$ cat src/rtl/mux_pkg.sv
// Shared types and the wrapping priority search for mux_rr_stream.
// Packet locking is enabled by defining MUX_RR_STREAM_PKT_LOCK_EN.
package mux_pkg;

    localparam int unsigned MAX_N = 16;

    typedef enum logic {EMPTY, FULL} out_state_e;
    typedef enum logic {ARB, LOCK} arb_state_e;

    // One-hot pick of the first set req bit after ptr, wrapping modulo n (n <= MAX_N).
    function automatic logic [MAX_N-1:0] rr_pick(input logic [MAX_N-1:0] req,
                                                 input logic [4:0]       n,
                                                 input logic [4:0]       ptr);
        logic [MAX_N-1:0] gnt;
        logic             found;
        logic [4:0]       idx;
        gnt   = '0;
        found = 1'b0;
        for (int i = 1; i <= int'(MAX_N); i++) begin
            idx = ptr + 5'(i);
            if (idx >= n) idx = idx - n;
            if (!found && (5'(i) <= n) && req[idx[3:0]]) begin
                gnt[idx[3:0]] = 1'b1;
                found         = 1'b1;
            end
        end
        return gnt;
    endfunction

endpackage

$ cat src/rtl/rr_arbiter.sv
// Round-robin arbiter owning the priority pointer and, with
// MUX_RR_STREAM_PKT_LOCK_EN defined, the packet lock FSM.
module rr_arbiter
    import mux_pkg::*;
#(
    parameter  int N  = 3,
    localparam int CW = $clog2(N)
) (
    input  logic          clk,
    input  logic          rst_n,
    input  logic [N-1:0]  req_i,
    input  logic          en_i,
    input  logic          upd_i,
`ifdef MUX_RR_STREAM_PKT_LOCK_EN
    input  logic          last_i,
`endif
    output logic [N-1:0]  gnt_o,
    output logic [CW-1:0] idx_o
);

    logic [CW-1:0] ptr_q, ptr_d;
    logic [N-1:0]  rr_gnt;

    assign rr_gnt = N'(rr_pick(MAX_N'(req_i), 5'(N), 5'(ptr_q)));

`ifdef MUX_RR_STREAM_PKT_LOCK_EN
    arb_state_e state_q, state_d;
    logic [N-1:0] lock_mask;

    // While locked, ptr_q still holds the owning channel from its last transfer.
    assign lock_mask = N'(1) << ptr_q;
`endif

    always_comb begin
        // NOTE: every output gets a default first so no path can infer a latch.
        gnt_o = '0;
`ifdef MUX_RR_STREAM_PKT_LOCK_EN
        state_d = state_q;
        if (en_i) gnt_o = (state_q == LOCK) ? (req_i & lock_mask) : rr_gnt;
        if (upd_i) state_d = last_i ? ARB : LOCK;
`else
        if (en_i) gnt_o = rr_gnt;
`endif
    end

    always_comb begin
        idx_o = '0;
        for (int k = 0; k < N; k++) begin
            if (gnt_o[k]) idx_o = CW'(k);
        end
        ptr_d = upd_i ? idx_o : ptr_q;
    end

    always_ff @(posedge clk or negedge rst_n) begin
        if (!rst_n) begin
            // NOTE: non-blocking assignments so every register samples pre-edge values.
            ptr_q <= CW'(N - 1);
        end else begin
            ptr_q <= ptr_d;
        end
    end

`ifdef MUX_RR_STREAM_PKT_LOCK_EN
    always_ff @(posedge clk or negedge rst_n) begin
        if (!rst_n) state_q <= ARB;
        else        state_q <= state_d;
    end
`endif

endmodule

$ cat src/rtl/mux_rr_stream.sv
// N:1 round-robin streaming mux with one registered output stage.
// Define MUX_RR_STREAM_PKT_LOCK_EN to add in_last/out_last and packet locking.
module mux_rr_stream
    import mux_pkg::*;
#(
    parameter  int N  = 3,
    parameter  int W  = 8,
    localparam int CW = $clog2(N)
) (
    input  logic           clk,
    input  logic           rst_n,
    input  logic [N*W-1:0] in_data,
    input  logic [N-1:0]   in_valid,
    output logic [N-1:0]   in_ready,
`ifdef MUX_RR_STREAM_PKT_LOCK_EN
    input  logic [N-1:0]   in_last,
    output logic           out_last,
`endif
    output logic [W-1:0]   out_data,
    output logic           out_valid,
    input  logic           out_ready,
    output logic [CW-1:0]  out_chan
);

    out_state_e    state_q, state_d;
    logic [W-1:0]  data_q, data_d;
    logic [CW-1:0] chan_q, chan_d;
    logic [CW-1:0] idx;
    logic          load, xfer;

    assign load = (state_q == EMPTY) || out_ready;
    assign xfer = |(in_valid & in_ready);

    rr_arbiter #(.N(N)) u_arb (
        .clk   (clk),
        .rst_n (rst_n),
        .req_i (in_valid),
        .en_i  (load && rst_n),
        .upd_i (xfer),
`ifdef MUX_RR_STREAM_PKT_LOCK_EN
        .last_i(|(in_last & in_ready)),
`endif
        .gnt_o (in_ready),
        .idx_o (idx)
    );

`ifdef MUX_RR_STREAM_PKT_LOCK_EN
    logic last_q, last_d;
`endif

    always_comb begin
        state_d = state_q;
        data_d  = data_q;
        chan_d  = chan_q;
`ifdef MUX_RR_STREAM_PKT_LOCK_EN
        last_d  = last_q;
`endif
        case (state_q)
            EMPTY:   if (xfer) state_d = FULL;
            FULL:    if (!xfer && out_ready) state_d = EMPTY;
            default: state_d = EMPTY;
        endcase
        if (xfer) begin
            chan_d = idx;
            // in_ready is one-hot, so this reduces to an AND-OR mux.
            data_d = '0;
            for (int k = 0; k < N; k++) begin
                if (in_ready[k]) data_d = data_d | in_data[k*W +: W];
            end
`ifdef MUX_RR_STREAM_PKT_LOCK_EN
            last_d = |(in_last & in_ready);
`endif
        end
    end

    always_ff @(posedge clk or negedge rst_n) begin
        if (!rst_n) begin
            // NOTE: datapath registers are reset too, since out_data/out_chan are visible as 0 in reset.
            state_q <= EMPTY;
            data_q  <= '0;
            chan_q  <= '0;
`ifdef MUX_RR_STREAM_PKT_LOCK_EN
            last_q  <= 1'b0;
`endif
        end else begin
            state_q <= state_d;
            data_q  <= data_d;
            chan_q  <= chan_d;
`ifdef MUX_RR_STREAM_PKT_LOCK_EN
            last_q  <= last_d;
`endif
        end
    end

    assign out_valid = (state_q == FULL);
    assign out_data  = data_q;
    assign out_chan  = chan_q;
`ifdef MUX_RR_STREAM_PKT_LOCK_EN
    assign out_last  = last_q;
`endif

endmodule

$ cat config.mk
export PLATFORM = sky130hd
export DESIGN_NAME = mux_rr_stream
export DESIGN_NICKNAME = d
export VERILOG_FILES = /design/src/rtl/mux_pkg.sv /design/src/rtl/rr_arbiter.sv /design/src/rtl/mux_rr_stream.sv
export SDC_FILE = /design/constraint.sdc
export NUM_CORES = 1
export LEC_CHECK = 0
export ABC_AREA = 1
export BUFFER_PORTS_ARGS = -buffer_cell sky130_fd_sc_hd__buf_4
export CORE_MARGIN = 2
export CORE_UTILIZATION = 53
export DETAILED_ROUTE_END_ITERATION = 6
export PLACE_DENSITY = 0.82
export SETUP_SLACK_MARGIN = 0.4
export SLEW_MARGIN = 20
export SYNTH_ARGS = -nofsm -noshare
export SYNTH_HDL_FRONTEND = slang
export SYNTH_SLANG_ARGS = --single-unit
$ cat constraint.sdc
create_clock -name clk -period 4.68 [get_ports clk]
set_clock_uncertainty 0.1 [all_clocks]
set_input_delay 1.17 -clock clk [delete_from_list [all_inputs] [get_ports clk]]
set_output_delay 1.17 -clock clk [all_outputs]
set_load 0.02 [all_outputs]
==> results of run 1 <==
## registers in the layout, indices dropped and copies added, names as in the netlist
register / cells
out_data: 8
out_chan: 2
out_valid: 1
u_arb.ptr_q: 1
## power groups by stage
stage	combinational (mW)	sequential, mW	clock, mW
finish	0.893	0.179	0.0666
global route	0.986	0.185	0.0728
CTS	0.895	0.179	0.0684
detailed placement	0.891	0.180	0
global placement	0.864	0.178	0
floorplan	0.690	0.206	0
## kinds of logic after synthesis
| logic type | share of synthesized area |
|---|---|
| adders and majority gates | 0.0836 |
| DFF | 0.252 |
| and+or+nand+nor | 0.533 |
| buffers and inverters | 0.123 |
| AOI/OAI and AO/OA | 0.00835 |
## synth_stat cells
cell type / count / area share
nand2_1: 49 / 0.15
nand3_1: 38 / 0.16
nand4_1: 15 / 0.078
inv_1: 13 / 0.041
dfrtp_1: 11 / 0.23
ha_1: 8 / 0.084
nor2_1: 6 / 0.019
inv_2: 5 / 0.016
buf_6: 4 / 0.038
nand2_2: 4 / 0.021
buf_4: 3 / 0.019
nand3_2: 3 / 0.025
nand3_4: 3 / 0.044
clkbuf_1: 2 / 0.0063
nand2_4: 2 / 0.019
a21oi_1: 1 / 0.0042
buf_2: 1 / 0.0042
dfstp_2: 1 / 0.022
nor2_2: 1 / 0.0052
nor2_4: 1 / 0.0094
o21ai_1: 1 / 0.0042
## worst max path at each step
stage                start          end  slack, ns  depth (start not counted)
3_3_place_gp   in_valid[1]  in_ready[2]       1.04                         12
6_report       out_chan[0]  in_ready[2]       0.64                         15
3_5_place_dp   out_chan[0]  in_ready[2]       0.95                         15
2_1_floorplan    out_ready  in_ready[2]       1.24                          9
5_1_grt        out_chan[0]  in_ready[2]       0.44                         15
4_1_cts        out_chan[0]  in_ready[2]       0.63                         15
## critical path: cells and delay by family (launching register included)
family / cells / cell delay, ns
adders and majority gates: 2 / 0.57
DFF: 1 / 0.49
buffers and inverters: 4 / 0.50
and+or+nand+nor: 9 / 0.93
## area by class of cell
| class | count | area share |
|---|---|---|
| Multi-Input combinational cell | 132 | 0.496 |
| Timing Repair Buffer | 44 | 0.219 |
| Tap cell | 28 | 0.0232 |
| Sequential cell | 12 | 0.200 |
| Inverter | 18 | 0.0448 |
| Clock buffer | 4 | 0.0174 |
## metrics by stage
stage | setup WS, ns | utilization | hold slack (ns) | instances
after floorplan | 1.24 | - | 0.408 | 172
after global placement | 1.04 | 0.683 | 0.414 | 234
after detailed placement | 0.945 | 0.683 | 0.421 | 234
after CTS | 0.631 | 0.696 | 0.443 | 238
after global routing | 0.437 | 0.696 | 0.465 | 238
final | 0.637 | 0.696 | 0.434 | 238
## layer usage
metal	part of all wire	global-route usage	vias to the layer above	wire [µm]
li1	-	-	647	-
met1	0.44	0.329	568	1300
met2	0.51	0.408	39	1510
met3	0.049	0.0402	0	145
met4	0	0.0132	0	0
met5	0	0	-	0
==> results.tsv, run 1 <==
stage	metric	value	unit
global_routing	grt_pass1_vias	1095	
timing	tightest_slew	0.343	ns
yosys	syn_area_per_cell	6.96	µm²
worst_setup_path	cp-end-kind	primary output	
power	power_frac_clock	0.059	
timing	period_minus_slack	4.04	ns
power	p_total	1.14	mW
floorplan	fp-row-count	17	
power	p_leak	0.846	nW
final_layout	multi_input_area	748	µm²
floorplan	die-height	51.5	µm
yosys	syn-cell-area	0.00120	mm²
timing	hold_violations	0	
power	seqPwrFrac	0.157	
worst_setup_path	worstPathCellList	inv_1 > ha_1 > inv_2 > ha_1 > nand2_1 > nand2_1 > nand2_1 > nor2_2 > nor2_1 > nand2_1 > nand2_1 > nand2_1 > nand2_1 > inv_2 > buf_4	
min_path	hold-path-cell-count	2	
worst_setup_path	crit_top_cell	nand2_1	
timing	setup-tns-final	0	ns
drt	drtIter0Drc	51	
power	ir_worst_vdd	393	µV
floorplan	core_area	0.00217	mm²
placement	place_congestion	0.962	
worst_setup_path	r2r-start	out_chan[0]	
power	p_sw	661	µW
worst_setup_path	r2r-end	out_data[4]	
drt	wl_per_cell	12.4	µm
timing	fmax	247	MHz
floorplan	die_width	51.5	µm
clocking	clkLatencyLatePin	0.27	ns
clocking	cts_tree	built	
worst_setup_path	crit_slowest_cell	dfrtp_1	
worst_setup_path	cp-start-kind	flop	
worst_setup_path	reg2reg_setup_slack	1.66	ns
final_layout	stdcell_area	0.00151	mm²
drt	drt-vias-per-instance	5.27	
yosys	ys_seq_area_frac	0.252	
clocking	cts-root-buf	clkbuf_4	
final_layout	nets	249	
final_layout	fill_cells	190	
drt	dr.pass1.iters	4	
timing	relSlewSlack	0.771	
yosys	yosys_warnings	0	
clocking	cts.clk_slew.worst_paths	0.08	ns
clocking	clock-sinks	12	
flow_run	max-cap-violations	0	
timing	setup_viol	0	
drt	wl	2.95	mm
power	swShare	0.580	
timing	grt_setup_unrepaired	false	
worst_setup_path	worstSetupPathType	reg2out	
final_layout	mostFrequentLayoutCells	49 x nand2_1, 44 x buf_4, 38 x nand3_1, 15 x nand4_1, 13 x inv_1	
clocking	htree_levels	1	
yosys	synth.ff_latch_count	12	
final_layout	insertedDiodeCount	0	
timing	final_max_slew_viol_count	0	
yosys	synthCells	172	
final_layout	drive_above_1_share	0.319	
drt	drc	0	
yosys	syn-num-nets	210	
worst_setup_path	required	3.41	ns
clocking	clk_path_buf_depth	2	
floorplan	io_pins	44	
global_routing	groute.usage.overall	0.237	
timing	period_share	0.864	
drt	via_count	1254	
floorplan	start_util	0.552	
drt	drtAntennaViolNets	0	
clocking	cts_hold_buf	0	
final_layout	final_common_cell	nand2_1	
floorplan	die-area	0.00266	mm²
worst_setup_path	crit_arrival	2.77	ns
global_routing	antenna_found_initial	0	
min_path	hold_start	out_data[7]	
run_status	outcome	finished clean	
clocking	post_cts_buffers	0	
min_path	holdPathEnd	out_data[7]	
worst_setup_path	crit_fanout	11	
power	p_comb_frac	0.784	
power	power_density	754	mW/mm²
placement	placed_area	0.00148	mm²
worst_setup_path	max_stage_delay	0.49	ns
yosys	ys_types	21	
placement	dpl.hpwl	2.33	mm
final_layout	syn2layout_area_growth	26.0	%
global_routing	grt_pass1_wl	4.89	mm
placement	io_buffers	43	
power	internal-power	478	µW
final_layout	register_area	302	µm²
clocking	numCtsBuffers	3	
global_routing	grt_overflow	0	
global_routing	grt_max_degree	25	
clocking	post_cts_resized	0	
worst_setup_path	r2r_cells	16	
min_path	min_path_type	reg2reg	
Note: power is estimated with default switching activity, not from simulation.
==> inputs of run 2 (changes only) <==
- CORE_UTILIZATION: 53 -> 43
- PLACE_DENSITY: 0.82 -> 0.68
==> run 2 against run 1 <==
Against the previous run:
- count of clock-buffer cells in the layout did not move
- non-clock buffer count did not move
- final area is 1.1% higher
- critical endpoint unchanged
- largest cell class unchanged
- highest routed layer unchanged
==> results.tsv, run 2 (synthesized netlist as in run 1, its figures left out) <==
stage	metric	value	unit	change
run_status	outcome	finished clean		
power	seqPwrFrac	0.156		about the same
global_routing	grt_pass1_wl	5.06	mm	+3.7%
drt	highest_layer	met3		
drt	dr_wl_met2	1.46	mm	-2.9%
final_layout	nets	249		unchanged
worst_setup_path	cp-end-kind	primary output		
clocking	htree_levels	1		unchanged
drt	drtIter0Drc	46		-9.8%
drt	met1_length	1.33	mm	+2.2%
final_layout	multi_input_area	751	µm²	+0.33%
floorplan	die-height	56.8	µm	+10%
final_layout	mostFrequentLayoutCells	48 x nand2_1, 44 x buf_4, 38 x nand3_1, 15 x nand4_1, 13 x inv_1		
worst_setup_path	r2r_cells	16		unchanged
power	p_leak	0.852	nW	+0.69%
worst_setup_path	crit_fanout	11		unchanged
timing	period_minus_slack	3.87	ns	-0.178 ns
worst_setup_path	required	3.41	ns	about the same
min_path	min_path_type	reg2reg		
global_routing	groute.usage.overall	0.195		-0.0428
timing	fmax	259	MHz	+4.6%
worst_setup_path	crit_arrival	2.60	ns	-0.17 ns
floorplan	fp-row-count	19		+2
power	p_sw	657	µW	-0.51%
clocking	numCtsBuffers	3		unchanged
drt	wl	2.95	mm	-0.10%
clocking	cts_hold_buf	0		unchanged
drt	dr_wl_met3	158	µm	+9.0%
clocking	cts-root-buf	clkbuf_4		
floorplan	die_width	56.8	µm	+10%
timing	grt_setup_unrepaired	false		
drt	dr.pass1.iters	4		unchanged
final_layout	largest_register_ffs	8		unchanged
drt	wl_per_cell	12.2	µm	-1.3%
timing	tightest_slew	0.305	ns	-0.0377 ns
global_routing	grt_max_degree	30		+20%
timing	hold_violations	0		unchanged
global_routing	antenna_found_initial	0		unchanged
power	p_comb_frac	0.773		-0.011
drt	drc	0		unchanged
power	swShare	0.571		-0.00926
clocking	clock-sinks	12		unchanged
final_layout	insertedDiodeCount	0		unchanged
drt	drtAntennaViolNets	0		unchanged
min_path	hold-path-cell-count	2		unchanged
floorplan	io_pins	44		unchanged
final_layout	final_common_cell	nand2_1		
floorplan	start_util	0.442		-0.110
timing	period_share	0.826		-0.0380
clocking	clk_path_buf_depth	2		unchanged
floorplan	core_area	0.00271	mm²	+25%
power	power_frac_clock	0.071		+0.012
clocking	clkLatencyLatePin	0.27	ns	about the same
worst_setup_path	worstSetupPathType	reg2out		
clocking	cts.clk_slew.worst_paths	0.08	ns	about the same
worst_setup_path	cp-start-kind	flop		
timing	relSlewSlack	0.796		+0.0257
power	internal-power	494	µW	+3.3%
final_layout	stdcell_count	241		+1.3%
timing	final_max_slew_viol_count	0		unchanged
flow_run	max-cap-violations	0		unchanged
worst_setup_path	cp-startpoint	out_chan[0]		
power	ir_worst_vdd	372	µV	-5.2%
timing	setup_viol	0		unchanged
drt	drt-vias-per-instance	5.20		-1.2%
final_layout	syn2layout_area_growth	27.4	%	
placement	placed_cells	237		+1.3%
floorplan	die-area	0.00322	mm²	+21%
worst_setup_path	r2r-start	out_chan[0]		
placement	dpl.hpwl	2.31	mm	-0.92%
placement	io_buffers	43		unchanged
global_routing	grt_pass1_vias	1157		+5.7%
power	power_density	755	mW/mm²	about the same
global_routing	grt_overflow	0		unchanged
final_layout	fill_cells	272		+43%
drt	via_count	1254		unchanged
final_layout	drive_above_1_share	0.329		+0.00952
placement	place_congestion	0.945		-1.8%
clocking	cts_tree	built		
final_layout	register_area	302	µm²	unchanged
timing	setup-tns-final	0	ns	unchanged
min_path	hold_start	out_data[2]		
run 2: changes by cell type in the layout (fill, tap and decap cells not counted):
cell	previous run	this run
clkbuf_1	1	0
nand2_1	49	48
nand2_2	4	5
clkbuf_8	0	1
run 2: critical path, stage by stage, from the launching register on:
cell and delay, ns:
dfrtp_1 0.49, inv_1 0.18, ha_1 0.29, inv_2 0.07
ha_1 0.27, nand2_1 0.05, nand2_1 0.10, nand2_1 0.07
nor2_2 0.14, nor2_1 0.06, nand2_1 0.05, nand2_1 0.05
nand2_2 0.17, nand2_1 0.10, inv_2 0.08, buf_4 0.13
run 2: worst paths after layout:
path                                  endpoint  slack [ns]
worst min register to register     out_data[2]        0.44
max in group asynchronous       u_arb.ptr_q[1]        3.63
worst max register to register     out_data[4]        1.81
worst min-delay path               out_data[2]        0.44
min in group asynchronous            out_valid        0.62
worst max-delay path               in_ready[2]        0.81
run 2: layout make-up:
cell class | instances | share of cell area
Timing Repair Buffer | 44 | 0.217
Clock buffer | 4 | 0.0238
Sequential cell | 12 | 0.198
Tap cell | 31 | 0.0254
Multi-Input combinational cell | 132 | 0.492
Inverter | 18 | 0.0443
run 2: timing repair:
action                                  in CTS  in global routing
endpoints found under the setup margin       0                  1
buffers inserted                             0                  0
resized for setup                            0                  1
run 2: layer usage:
layer	GRT usage	up-vias
li1	-	646
met1	0.260	569
met2	0.339	39
met3	0.0415	0
met4	0.00997	0
met5	0	-
run 2: power groups by stage:
stage	logic (mW)	clock network, mW	registers [mW]
floorplan	0.690	0	0.206
global placement	0.877	0	0.180
detailed placement	0.895	0	0.181
CTS	0.899	0.0838	0.180
global route	1.00	0.0893	0.186
finish	0.890	0.0820	0.179
run 2: stage by stage:
stage | hold WS [ns] | area, µm² | total power [mW] | utilization | worst slack (ns)
final | 0.437 | 1530 | 1.15 | 0.563 | 0.815
after global routing | 0.454 | 1530 | 1.28 | 0.563 | 0.520
after CTS | 0.442 | 1520 | 1.16 | 0.562 | 0.668
after detailed placement | 0.417 | 1490 | 1.08 | 0.548 | 0.955
after global placement | 0.417 | 1490 | 1.06 | 0.548 | 1.00
after floorplan | 0.408 | 1200 | 0.896 | - | 1.24
